<file path="src/rtl/pipe_pkg.sv">
// ---------------------------------------------------------------------------
// pipe_pkg
// Shared definitions for the pipelined MIPS front end.
//   PIPE_RESET_PC : default PC loaded on reset
//   INST_NOP      : instruction word used for an empty IF/ID register
//   if_state_t    : fetch controller states (FETCH, WAIT, HOLD)
//   if_id_t       : IF/ID bundle (pc, pc4, inst, valid), also consumed by ID
//   word_align()  : clears the byte-offset bits of an address
// ---------------------------------------------------------------------------
package pipe_pkg;

  localparam logic [31:0] PIPE_RESET_PC = 32'h0000_0000;
  localparam logic [31:0] INST_NOP      = 32'h0000_0000;

  typedef enum logic [1:0] {
    FETCH = 2'd0,
    WAIT  = 2'd1,
    HOLD  = 2'd2
  } if_state_t;

  typedef struct packed {
    logic [31:0] pc;
    logic [31:0] pc4;
    logic [31:0] inst;
    logic        valid;
  } if_id_t;

  function automatic logic [31:0] word_align(input logic [31:0] addr);
    return addr & 32'hFFFF_FFFC;
  endfunction

endpackage

</file>
<file path="src/rtl/pipe_ifid_reg.sv">
// ---------------------------------------------------------------------------
// pipe_ifid_reg
// IF/ID pipeline register with flush, hold and load controls.
// Priority: flush (valid cleared) > hold (keep everything) > load (capture
// i_d) > otherwise a bubble (valid cleared, payload kept).
// Ports:
//   clk, clrn : clock, asynchronous active-low reset
//   i_load    : capture i_d
//   i_flush   : squash the held instruction
//   i_hold    : downstream stall, keep the current contents
//   i_d       : incoming IF/ID bundle
//   o_q       : registered IF/ID bundle
// ---------------------------------------------------------------------------
module pipe_ifid_reg
  import pipe_pkg::*;
(
  input  logic   clk,
  input  logic   clrn,
  input  logic   i_load,
  input  logic   i_flush,
  input  logic   i_hold,
  input  if_id_t i_d,
  output if_id_t o_q
);

  if_id_t r_q;

  always_ff @(posedge clk or negedge clrn) begin
    if (!clrn) begin
      r_q <= '{pc: 32'd0, pc4: 32'd0, inst: INST_NOP, valid: 1'b0};
    end else if (i_flush) begin
      r_q.valid <= 1'b0;
    end else if (!i_hold) begin
      if (i_load) begin
        r_q <= i_d;
      end else begin
        r_q.valid <= 1'b0;
      end
    end
  end

  assign o_q = r_q;

endmodule

</file>
<file path="src/rtl/pipe_if_stage.sv">
// ---------------------------------------------------------------------------
// pipe_if_stage
// Instruction-fetch stage plus IF/ID register. Holds the PC, fetches words
// over a req/ack handshake, parks an acked word while ID stalls, and applies
// branch/jump redirects from ID (one wrong-path slot is squashed).
// Optional feature macro: PIPE_IF_PERF_EN adds fetch_cnt / stall_cnt.
// Ports:
//   clk, clrn        : clock, asynchronous active-low reset
//   id_stall         : ID cannot accept an instruction, IF/ID holds
//   redirect         : taken branch / jump from ID (single-cycle pulse)
//   redirect_pc      : redirect target (low two bits ignored)
//   imem_req         : fetch request (low only while a word is parked)
//   imem_addr        : fetch address
//   imem_ack         : response strobe, imem_rdata valid this cycle
//   imem_rdata       : fetched instruction word
//   pc               : current PC register
//   if_pc/if_pc4     : address (and address+4) of the IF/ID instruction
//   if_inst          : IF/ID instruction word
//   if_valid         : IF/ID holds a real instruction
//   fetch_cnt        : (PIPE_IF_PERF_EN) valid IF/ID loads
//   stall_cnt        : (PIPE_IF_PERF_EN) cycles spent in WAIT or HOLD
// ---------------------------------------------------------------------------
module pipe_if_stage
  import pipe_pkg::*;
#(
  parameter logic [31:0] RESET_PC = PIPE_RESET_PC
) (
  input  logic        clk,
  input  logic        clrn,
  input  logic        id_stall,
  input  logic        redirect,
  input  logic [31:0] redirect_pc,
  output logic        imem_req,
  output logic [31:0] imem_addr,
  input  logic        imem_ack,
  input  logic [31:0] imem_rdata,
  output logic [31:0] pc,
  output logic [31:0] if_pc,
  output logic [31:0] if_pc4,
  output logic [31:0] if_inst,
  output logic        if_valid
`ifdef PIPE_IF_PERF_EN
  ,
  output logic [31:0] fetch_cnt,
  output logic [31:0] stall_cnt
`endif
);

  if_state_t   r_state, w_state_nxt;
  logic [31:0] r_pc, w_pc_nxt, w_pc_plus4;
  logic        r_drop, w_drop_nxt, w_drop_set;
  logic [31:0] r_old_addr;
  logic [31:0] r_buf_pc, r_buf_inst;
  logic        w_park, w_load;
  if_id_t      w_ifid_d, w_ifid_q;

  assign w_pc_plus4 = r_pc + 32'd4;
  // The drop flag is armed only on the cycle it first becomes set; a second
  // redirect while a drop is pending keeps the original outstanding address.
  assign w_drop_set = w_drop_nxt && !r_drop;

  always_comb begin
    w_state_nxt = r_state;
    w_pc_nxt    = r_pc;
    w_drop_nxt  = r_drop;
    w_park      = 1'b0;
    w_load      = 1'b0;
    w_ifid_d    = '{pc: r_pc, pc4: w_pc_plus4, inst: imem_rdata, valid: 1'b1};

    if (redirect) begin
      // Any ack this cycle belongs to the wrong path and is discarded. A
      // request still outstanding must be drained before the new target.
      w_state_nxt = FETCH;
      w_pc_nxt    = word_align(redirect_pc);
      w_drop_nxt  = ((r_state == WAIT) || r_drop) && !imem_ack;
    end else begin
      case (r_state)
        HOLD: begin
          if (!id_stall) begin
            w_load      = 1'b1;
            w_ifid_d    = '{pc: r_buf_pc, pc4: w_pc_plus4, inst: r_buf_inst, valid: 1'b1};
            w_pc_nxt    = w_pc_plus4;
            w_state_nxt = FETCH;
          end
        end
        default: begin
          if (imem_ack && r_drop) begin
            // Stale response of the pre-redirect request: consume and ignore.
            w_drop_nxt  = 1'b0;
            w_state_nxt = FETCH;
          end else if (imem_ack) begin
            if (!id_stall) begin
              w_load      = 1'b1;
              w_pc_nxt    = w_pc_plus4;
              w_state_nxt = FETCH;
            end else begin
              w_park      = 1'b1;
              w_state_nxt = HOLD;
            end
          end else begin
            w_state_nxt = WAIT;
          end
        end
      endcase
    end
  end

  always_ff @(posedge clk or negedge clrn) begin
    if (!clrn) begin
      r_state    <= FETCH;
      r_pc       <= RESET_PC;
      r_drop     <= 1'b0;
      r_old_addr <= 32'd0;
    end else begin
      r_state <= w_state_nxt;
      r_pc    <= w_pc_nxt;
      r_drop  <= w_drop_nxt;
      if (w_drop_set) begin
        r_old_addr <= r_pc;
      end
    end
  end

  // Park buffer: payload only, its occupancy is the HOLD state.
  always_ff @(posedge clk) begin
    if (w_park) begin
      r_buf_pc   <= r_pc;
      r_buf_inst <= imem_rdata;
    end
  end

  pipe_ifid_reg u_ifid (
    .clk     (clk),
    .clrn    (clrn),
    .i_load  (w_load),
    .i_flush (redirect),
    .i_hold  (id_stall),
    .i_d     (w_ifid_d),
    .o_q     (w_ifid_q)
  );

`ifdef PIPE_IF_PERF_EN
  logic [31:0] r_fetch_cnt, r_stall_cnt;

  always_ff @(posedge clk or negedge clrn) begin
    if (!clrn) begin
      r_fetch_cnt <= 32'd0;
      r_stall_cnt <= 32'd0;
    end else begin
      if (w_load) begin
        r_fetch_cnt <= r_fetch_cnt + 32'd1;
      end
      if (r_state != FETCH) begin
        r_stall_cnt <= r_stall_cnt + 32'd1;
      end
    end
  end

  assign fetch_cnt = r_fetch_cnt;
  assign stall_cnt = r_stall_cnt;
`endif

  // While a drop is pending the old address stays on the bus until its ack.
  assign imem_req  = (r_state != HOLD);
  assign imem_addr = r_drop ? r_old_addr : r_pc;
  assign pc        = r_pc;
  assign if_pc     = w_ifid_q.pc;
  assign if_pc4    = w_ifid_q.pc4;
  assign if_inst   = w_ifid_q.inst;
  assign if_valid  = w_ifid_q.valid;

endmodule

</file>
<file path="config.mk">
export PLATFORM = sky130hd
export DESIGN_NAME = pipe_if_stage
export DESIGN_NICKNAME = d
export VERILOG_FILES = /design/src/rtl/pipe_pkg.sv /design/src/rtl/pipe_ifid_reg.sv /design/src/rtl/pipe_if_stage.sv
export SDC_FILE = /design/constraint.sdc
export NUM_CORES = 1
export LEC_CHECK = 0
export BUFFER_PORTS_ARGS = -buffer_cell sky130_fd_sc_hd__buf_2
export CAP_MARGIN = 30
export CORE_AREA = 2 2 148 150
export DETAILED_ROUTE_END_ITERATION = 16
export DIE_AREA = 0 0 150 152
export PLACE_DENSITY = 0.73
export SYNTH_ARGS = -nofsm -noshare
export SYNTH_HDL_FRONTEND = slang
export SYNTH_SLANG_ARGS = --single-unit
</file>
<file path="constraint.sdc">
create_clock -name clk -period 9 [get_ports clk]
set_input_delay 0.45 -clock clk [delete_from_list [all_inputs] [get_ports clk]]
set_output_delay 0.45 -clock clk [all_outputs]
set_load 0.01 [all_outputs]
</file>
==> reports/metrics.cfg, run 1 <==
[pwr]
worst_vdd_ir_mv = 0.134
power_density_over_the_cells_nw_per_um2 = 225
power.static_leakage_nw = 5.04

[route]
routed_wirelength_um = 23200
detailroute.via_count = 6887
detail_route.first_pass.iterations = 5
routed_wire_length_per_instance_um = 17.6
ant_nets = 0
vias_per_cell = 5.22
drt-initial-drc-count = 361
residual_drc = 0

[layout]
layout.cell_area.non_filler_um2 = 11800
fillers = 1836
final_common_cell = buf_2
nNetsFinal = 1091
multiInputGateArea_um2 = 3660
highest_count_cells_in_the_layout_ignoring_fill_and_taps = buf_2 (219), dfrtp_1 (155), nand2_1 (137), o21ai_0 (98), edfxtp_1 (62)
register_area_um2 = 5770
syn_to_final_growth_pct = 20.5
drive_above_1_share_pct = 34.1
finish.cell_count_without_fillers = 1320

[logic_synthesis]
synth.cell_area_um2 = 9780
postSynth.topFlopCell = dfrtp_1
synth_cell_types = 41
post_synth_main_area_contributors = dfrtp_1 (40%), edfxtp_1 (19%), mux2_2 (6.8%)
synthDominantAreaCellType = dfrtp_1
postSynthRegisterBits = 218
synth_warnings = 0
syn-instance-count = 837
yosysTopAreaCellShare_pct = 39.9
synth-async-reset-ratio_pct = 71.6
syn_avg_cell_area_um2 = 11.7
yosysSeqAreaShare_pct = 58.9
synth_enable_flop_cells = 62

[die]
rows = 54
initial_standard_cell_utilization_of_the_core_pct = 45.8
die_width_um = 150
dieArea_um2 = 22800
die_height_um = 152
pin_count = 231
placeableCoreArea_um2 = 21400

[sta]
finalSetupViolations = 0
timing.hold.ws_ns = -0.0311
slew_headroom_pct = 34.2
maximum_operating_frequency_mhz = 303
fin_setup_tns_ns = 0
final.min_clock_period_ns = 3.30
rsz_0062_raised_after_global_routing = no
max_slew.worst_pin.slew_ns = 0.987
clock-skew-final_ns = 0.0162
hold_violations = 8
slew_viol_final = 0
timing.final.crit_share_pct = 36.7

[clocking]
cts.sink_count = 218
htree_levels = 1
cts_made_buffers = 24
postCtsSetupBuffers = 0
insertion_delay_ns = 0.51
clock_pin_slew_on_the_worst_setup_and_hold_paths_ns = 0.06
post_cts_resize_count = 0
clk_path_buf_depth = 3
hold_buffers = 0
cts_tree = yes
cts.root.buffer_cell = clkbuf_16

[placed_design]
placed_area_um2 = 11000
io_buffer_count = 220
gpl.final_weighted_congestion = 0.777
hpwlAfterDp_um = 15000
placed_cells_incl_taps = 1274

[critical_path]
critical_path_fanout_max = 75
timing.critical_path.from_type = register
arrival_ns = 3.69
crit_required_ns = 9.38
cp-end-kind = register
crit_type = reg -> reg

[min_path]
min_path_type = in -> async

[grt]
final_global_route_overflow_total = 0
grt_pass1_vias = 6655
track_usage_pct = 20.1
antenna_violations_before_repair = 2
grt_first_pass_wirelength_um = 36600
grt_start_max_net_pins = 88

[run]
drv.max_cap_violation_count = 0

[status]
run_status = finished, violations left
failing_checks = hold timing

-- registers in the layout, indices dropped and copies added, names as in the netlist --
name / cells
r_old_addr: 30
r_state: 2
r_buf_inst: 32
r_buf_pc: 30
pc: 30
r_drop: 1
u_ifid.o_q: 93
-- per-layer routing --
metal  vias up  routed length (µm)  global-route usage, %
met5         -                   0                      0
met4         0                 359                   4.58
met3        27                1830                   4.38
met2       231               11200                   32.9
met1      3368                9780                   27.5
li1       3261                   -                      -
-- worst paths after layout --
kind	startpoint	endpoint	slack, ns	cells past startpoint
max	r_drop	u_ifid.o_q[36]	5.70	6
min	clrn	u_ifid.o_q[25]	-0.03	1
max reg2reg	r_drop	u_ifid.o_q[36]	5.70	6
min reg2reg	u_ifid.o_q[6]	u_ifid.o_q[6]	0.47	2
max in group asynchronous	clrn	u_ifid.o_q[23]	7.95	3
min in group clk	imem_rdata[23]	r_buf_inst[23]	0.13	1
-- through the flow --
step | total power [mW] | hold slack (ns) | setup slack (ns) | utilization, %
6_report | 2.65 | -0.0311 | 5.70 | 55.2
5_1_grt | 2.79 | 0.0741 | 5.44 | 55.2
4_1_cts | 2.69 | 0.0404 | 5.66 | 55.1
3_5_place_dp | 1.75 | 0.464 | 5.67 | 51.5
3_3_place_gp | 1.73 | 0.455 | 5.53 | 51.3
2_1_floorplan | 1.54 | 0.154 | 3.33 | -
-- kinds of logic after synthesis --
group | count (synthesis) | synth area share [%]
flip-flops | 218 | 58.9
adder cells (fa/ha/maj) | 1 | 0.128
AND/OR/NAND/NOR | 225 | 11.6
multiplexers | 119 | 12.9
XOR/XNOR | 57 | 5.10
AO/OA/AOI/OAI | 134 | 7.07
buffers and inverters | 82 | 4.17
other | 1 | 0.0383
-- cell type report --
class	count	area share (%)
antenna	1	0.0212
tap	280	2.97
multi-input combinational	544	31.1
inverter	4	0.127
clock buffer	33	5.99
sequential	218	48.9
timing repair buffer	229	10.4
clock inverter	11	0.456
-- critical path: stages, from the launching register on --
cell and delay, ns:
dfrtp_2 1.00, nand2b_4 0.33, a21oi_4 0.11, nand2b_4 0.49, buf_4 0.50, buf_16 0.30, mux2_2 0.37
-- synth_stat cells, types with 2 or more instances --
cell	instances
a21oi_1	5
and3_1	4
and4_1	2
and4_4	2
buf_1	4
buf_2	34
buf_4	13
clkbuf_1	25
dfrtp_1	156
edfxtp_1	62
inv_1	3
mux2_2	59
mux2i_1	60
nand2_1	137
nand2b_1	2
nand3_1	8
nand3_2	2
nand4_1	9
nor2_1	18
nor2b_1	2
nor3_1	12
nor3_2	5
nor4_1	8
nor4_2	10
o21ai_0	98
o21ai_1	27
xnor2_1	51
xor2_1	6
-- power breakdown --
group | total [mW] | internal, mW | switching (mW)
Sequential | 1.28 | 1.17 | 0.110
Clock | 0.927 | 0.546 | 0.381
Combinational | 0.445 | 0.204 | 0.242
Note: power is estimated with default switching activity, not from simulation.
==> run 2: changes to the inputs <==
--- a/config.mk
+++ b/config.mk
@@ -10,7 +10,7 @@
 export CORE_AREA = 2 2 148 150
 export DETAILED_ROUTE_END_ITERATION = 16
 export DIE_AREA = 0 0 150 152
-export PLACE_DENSITY = 0.73
+export PLACE_DENSITY = 0.76
 export SYNTH_ARGS = -nofsm -noshare
 export SYNTH_HDL_FRONTEND = slang
 export SYNTH_SLANG_ARGS = --single-unit
==> constraint.sdc (replaced) <==
create_clock -name clk -period 2.77 [get_ports clk]
set_input_delay 0.1385 -clock clk [delete_from_list [all_inputs] [get_ports clk]]
set_output_delay 0.1385 -clock clk [all_outputs]
set_load 0.01 [all_outputs]
==> run 2 against run 1 <==
- the flow now finishes without violations
- first-iteration DRC count shrank 9.1%
- non-clock buffer count grew 83
- sequential share of layout area shrank 3.0 points
- critical path type unchanged
- critical endpoint is now pc[21]
- highest routed layer unchanged
==> reports/metrics.cfg, run 2 (synthesized netlist as in run 1, its figures left out) <==
[status]
run_status = finished clean  ; was finished, violations left

[critical_path]
worst-r2r-cell-count = 5  ; was 6
worstReg2RegEnd = pc[21]  ; was u_ifid.o_q[36]
timing.critical_path.from_type = register  ; unchanged
arrival_ns = 2.58  ; was 3.69 ns
critical_path_fanout_max = 14  ; was 75
cp-end-kind = register  ; unchanged
crit_type = reg -> reg  ; unchanged
r2r_start = pc[15]  ; was r_drop
ff2ff_setup_slack_ns = 0.57  ; was 5.70 ns
crit_path_cell_trace = and4_1 > nand2_1 > nor4_1 > xor2_1 > mux2_2  ; was nand2b_4 > a21oi_4 > nand2b_4 > buf_4 > buf_16 > mux2_2
crit_slowest_cell = dfrtp_1  ; was dfrtp_2
crit_required_ns = 3.15  ; was 9.38 ns
cpPeakStageDelay_ns = 0.62  ; was 1.00 ns

[pwr]
p_comb_share_pct = 18.4  ; was 16.8%
power_frac_clock_pct = 34.4  ; was 34.9%
worst_vdd_ir_mv = 0.406  ; was 0.134 mV
power_density_over_the_cells_nw_per_um2 = 695  ; was 225 nW/µm²
share_seq_of_total_power_pct = 47.2  ; was 48.3%
switching_share_pct = 28.0  ; was 27.6%
power_report.internal_total_mw = 6.28  ; was 1.92 mW
power.static_leakage_nw = 5.37  ; was 5.04 nW
switching_power_mw = 2.45  ; was 0.733 mW

[die]
pin_count = 231  ; unchanged
rows = 54  ; unchanged
placeableCoreArea_um2 = 21400  ; unchanged
initial_standard_cell_utilization_of_the_core_pct = 45.8  ; unchanged
dieArea_um2 = 22800  ; unchanged
die_width_um = 150  ; unchanged
die_height_um = 152  ; unchanged

[grt]
track_usage_pct = 21.6  ; was 20.1%
grt_start_max_net_pins = 67  ; was 88
grt_first_pass_wirelength_um = 39500  ; was 36,600 µm
antenna_violations_before_repair = 0  ; was 2
final_global_route_overflow_total = 0  ; unchanged
grt_pass1_vias = 7187  ; was 6,655

[route]
ant_nets = 0  ; unchanged
routed_wirelength_um = 25000  ; was 23,200 µm
routed_wire_length_per_instance_um = 17.9  ; was 17.6 µm
residual_drc = 0  ; unchanged
drt-initial-drc-count = 328  ; was 361
detailroute.via_count = 7242  ; was 6,887
vias_per_cell = 5.17  ; was 5.22
detail_route.first_pass.iterations = 4  ; was 5

[clocking]
htree_levels = 1  ; unchanged
postCtsSetupBuffers = 0  ; unchanged
cts.root.buffer_cell = clkbuf_16  ; unchanged
post_cts_resize_count = 0  ; unchanged
cts.sink_count = 218  ; unchanged
insertion_delay_ns = 0.51  ; about the same
clock_pin_slew_on_the_worst_setup_and_hold_paths_ns = 0.06  ; about the same
cts_tree = yes  ; unchanged
cts_made_buffers = 23  ; was 24
clk_path_buf_depth = 3  ; unchanged

[placed_design]
io_buffer_count = 220  ; unchanged
placed_cells_incl_taps = 1293  ; was 1,274
hpwlAfterDp_um = 16300  ; was 15,000 µm
gpl.final_weighted_congestion = 0.764  ; was 0.777

[sta]
max_slew.worst_pin.slew_ns = 0.886  ; was 0.987 ns
hold_violations = 0  ; was 8
slew_headroom_pct = 41.0  ; was 34.2%
timing.final.crit_share_pct = 79.4  ; was 36.7%
slew_viol_final = 0  ; unchanged
clock-skew-final_ns = 0.0180  ; was 0.0162 ns
maximum_operating_frequency_mhz = 455  ; was 303 MHz
rsz_0062_raised_after_global_routing = no  ; unchanged
finalSetupViolations = 0  ; unchanged
fin_setup_tns_ns = 0  ; unchanged
final.min_clock_period_ns = 2.20  ; was 3.30 ns

[min_path]
hold_depth = 3
min_path_type = in -> reg  ; was in -> async
holdCritStartpoint = redirect
hold_path_sink = pc[31]

[layout]
finish.cell_count_without_fillers = 1400  ; was 1,320
highest_count_cells_in_the_layout_ignoring_fill_and_taps = buf_2 (220), dfrtp_1 (155), nand2_1 (137), o21ai_0 (98), dlygate4sd3_1 (65)  ; was buf_2 (219), dfrtp_1 (155), nand2_1 (137), o21ai_0 (98), edfxtp_1 (62)
syn_to_final_growth_pct = 28.3  ; was 20.5%
final_common_cell = buf_2  ; unchanged
antenna_cells_inserted = 0  ; was 1
largest_register_ffs = 93  ; unchanged
nNetsFinal = 1173  ; was 1,091
drive_above_1_share_pct = 33.3  ; was 34.1%

[run]
drv.max_cap_violation_count = 0  ; unchanged

run 2: cell count changes in the layout (fill, tap and decap cells not counted), moves of 3 or more:
cell,delta
buf_12,+3
buf_4,+16
clkinv_1,-3
clkinvlp_4,+3
dlygate4sd3_1,+65
run 2: worst max-delay path, delay by kind of cell, from the launching register on:
kind / cells / cell delay, ns
DFF: 1 / 0.62
xor gates and xnor gates: 1 / 0.12
muxes: 1 / 0.27
and+or+nand+nor: 3 / 1.07
run 2: how the worst max path moves through the flow:
| stage | to | start | slack [ns] | depth (start not counted) |
|---|---|---|---|---|
| 3_5_place_dp | pc[21] | pc[15] | 0.62 | 5 |
| 6_report | pc[21] | pc[15] | 0.57 | 5 |
| 3_3_place_gp | pc[26] | pc[3] | 0.59 | 6 |
| 5_1_grt | u_ifid.o_q[56] | pc[12] | 0.46 | 6 |
| 2_1_floorplan | r_buf_inst[0] | r_state[1] | 0.02 | 4 |
| 4_1_cts | pc[21] | pc[15] | 0.61 | 5 |
run 2: final cells by class:
type,instances,area (µm²)
Timing Repair Buffer,312,2010
Sequential cell,218,5770
Clock buffer,30,642
Multi-Input combinational cell,544,3670
Fill cell,1736,8800
Clock inverter,12,98.8
Tap cell,280,350
Inverter,4,15.0
run 2: layer usage:
layer | vias up | track usage (%) | share of wire (%)
li1 | 3430 | - | -
met1 | 3566 | 29.5 | 43
met2 | 219 | 36.0 | 48
met3 | 27 | 4.47 | 6.9
met4 | 0 | 4.27 | 1.4
met5 | - | 0 | 0
run 2: power groups by stage:
stage / Sequential (mW) / Clock (mW) / Combinational (mW)
finish: 4.12 / 3.00 / 1.61
detailed placement: 4.17 / 0 / 1.54
global route: 4.18 / 3.19 / 1.77
CTS: 4.12 / 3.05 / 1.62
floorplan: 4.24 / 0 / 0.760
global placement: 4.14 / 0 / 1.50
run 2: metrics by stage:
stage               worst slack (ns)  hold WS [ns]  cell area [µm²]  utilization (%)  total power [mW]
floorplan                     0.0207        -0.157             9830                -              5.00
global placement               0.590         0.132            11200             52.3              5.65
detailed placement             0.616         0.136            11200             52.3              5.71
CTS                            0.607        0.0978            12600             58.8              8.78
global route                   0.465         0.123            12600             58.8              9.14
finish                         0.570         0.111            12600             58.8              8.73
run 2: what timing repair did:
item / 4_1_cts / 5_1_grt
endpoints found under the setup margin: 0 / 0
endpoints found under the hold margin: 149 / 0
hold buffers: 65 / 0
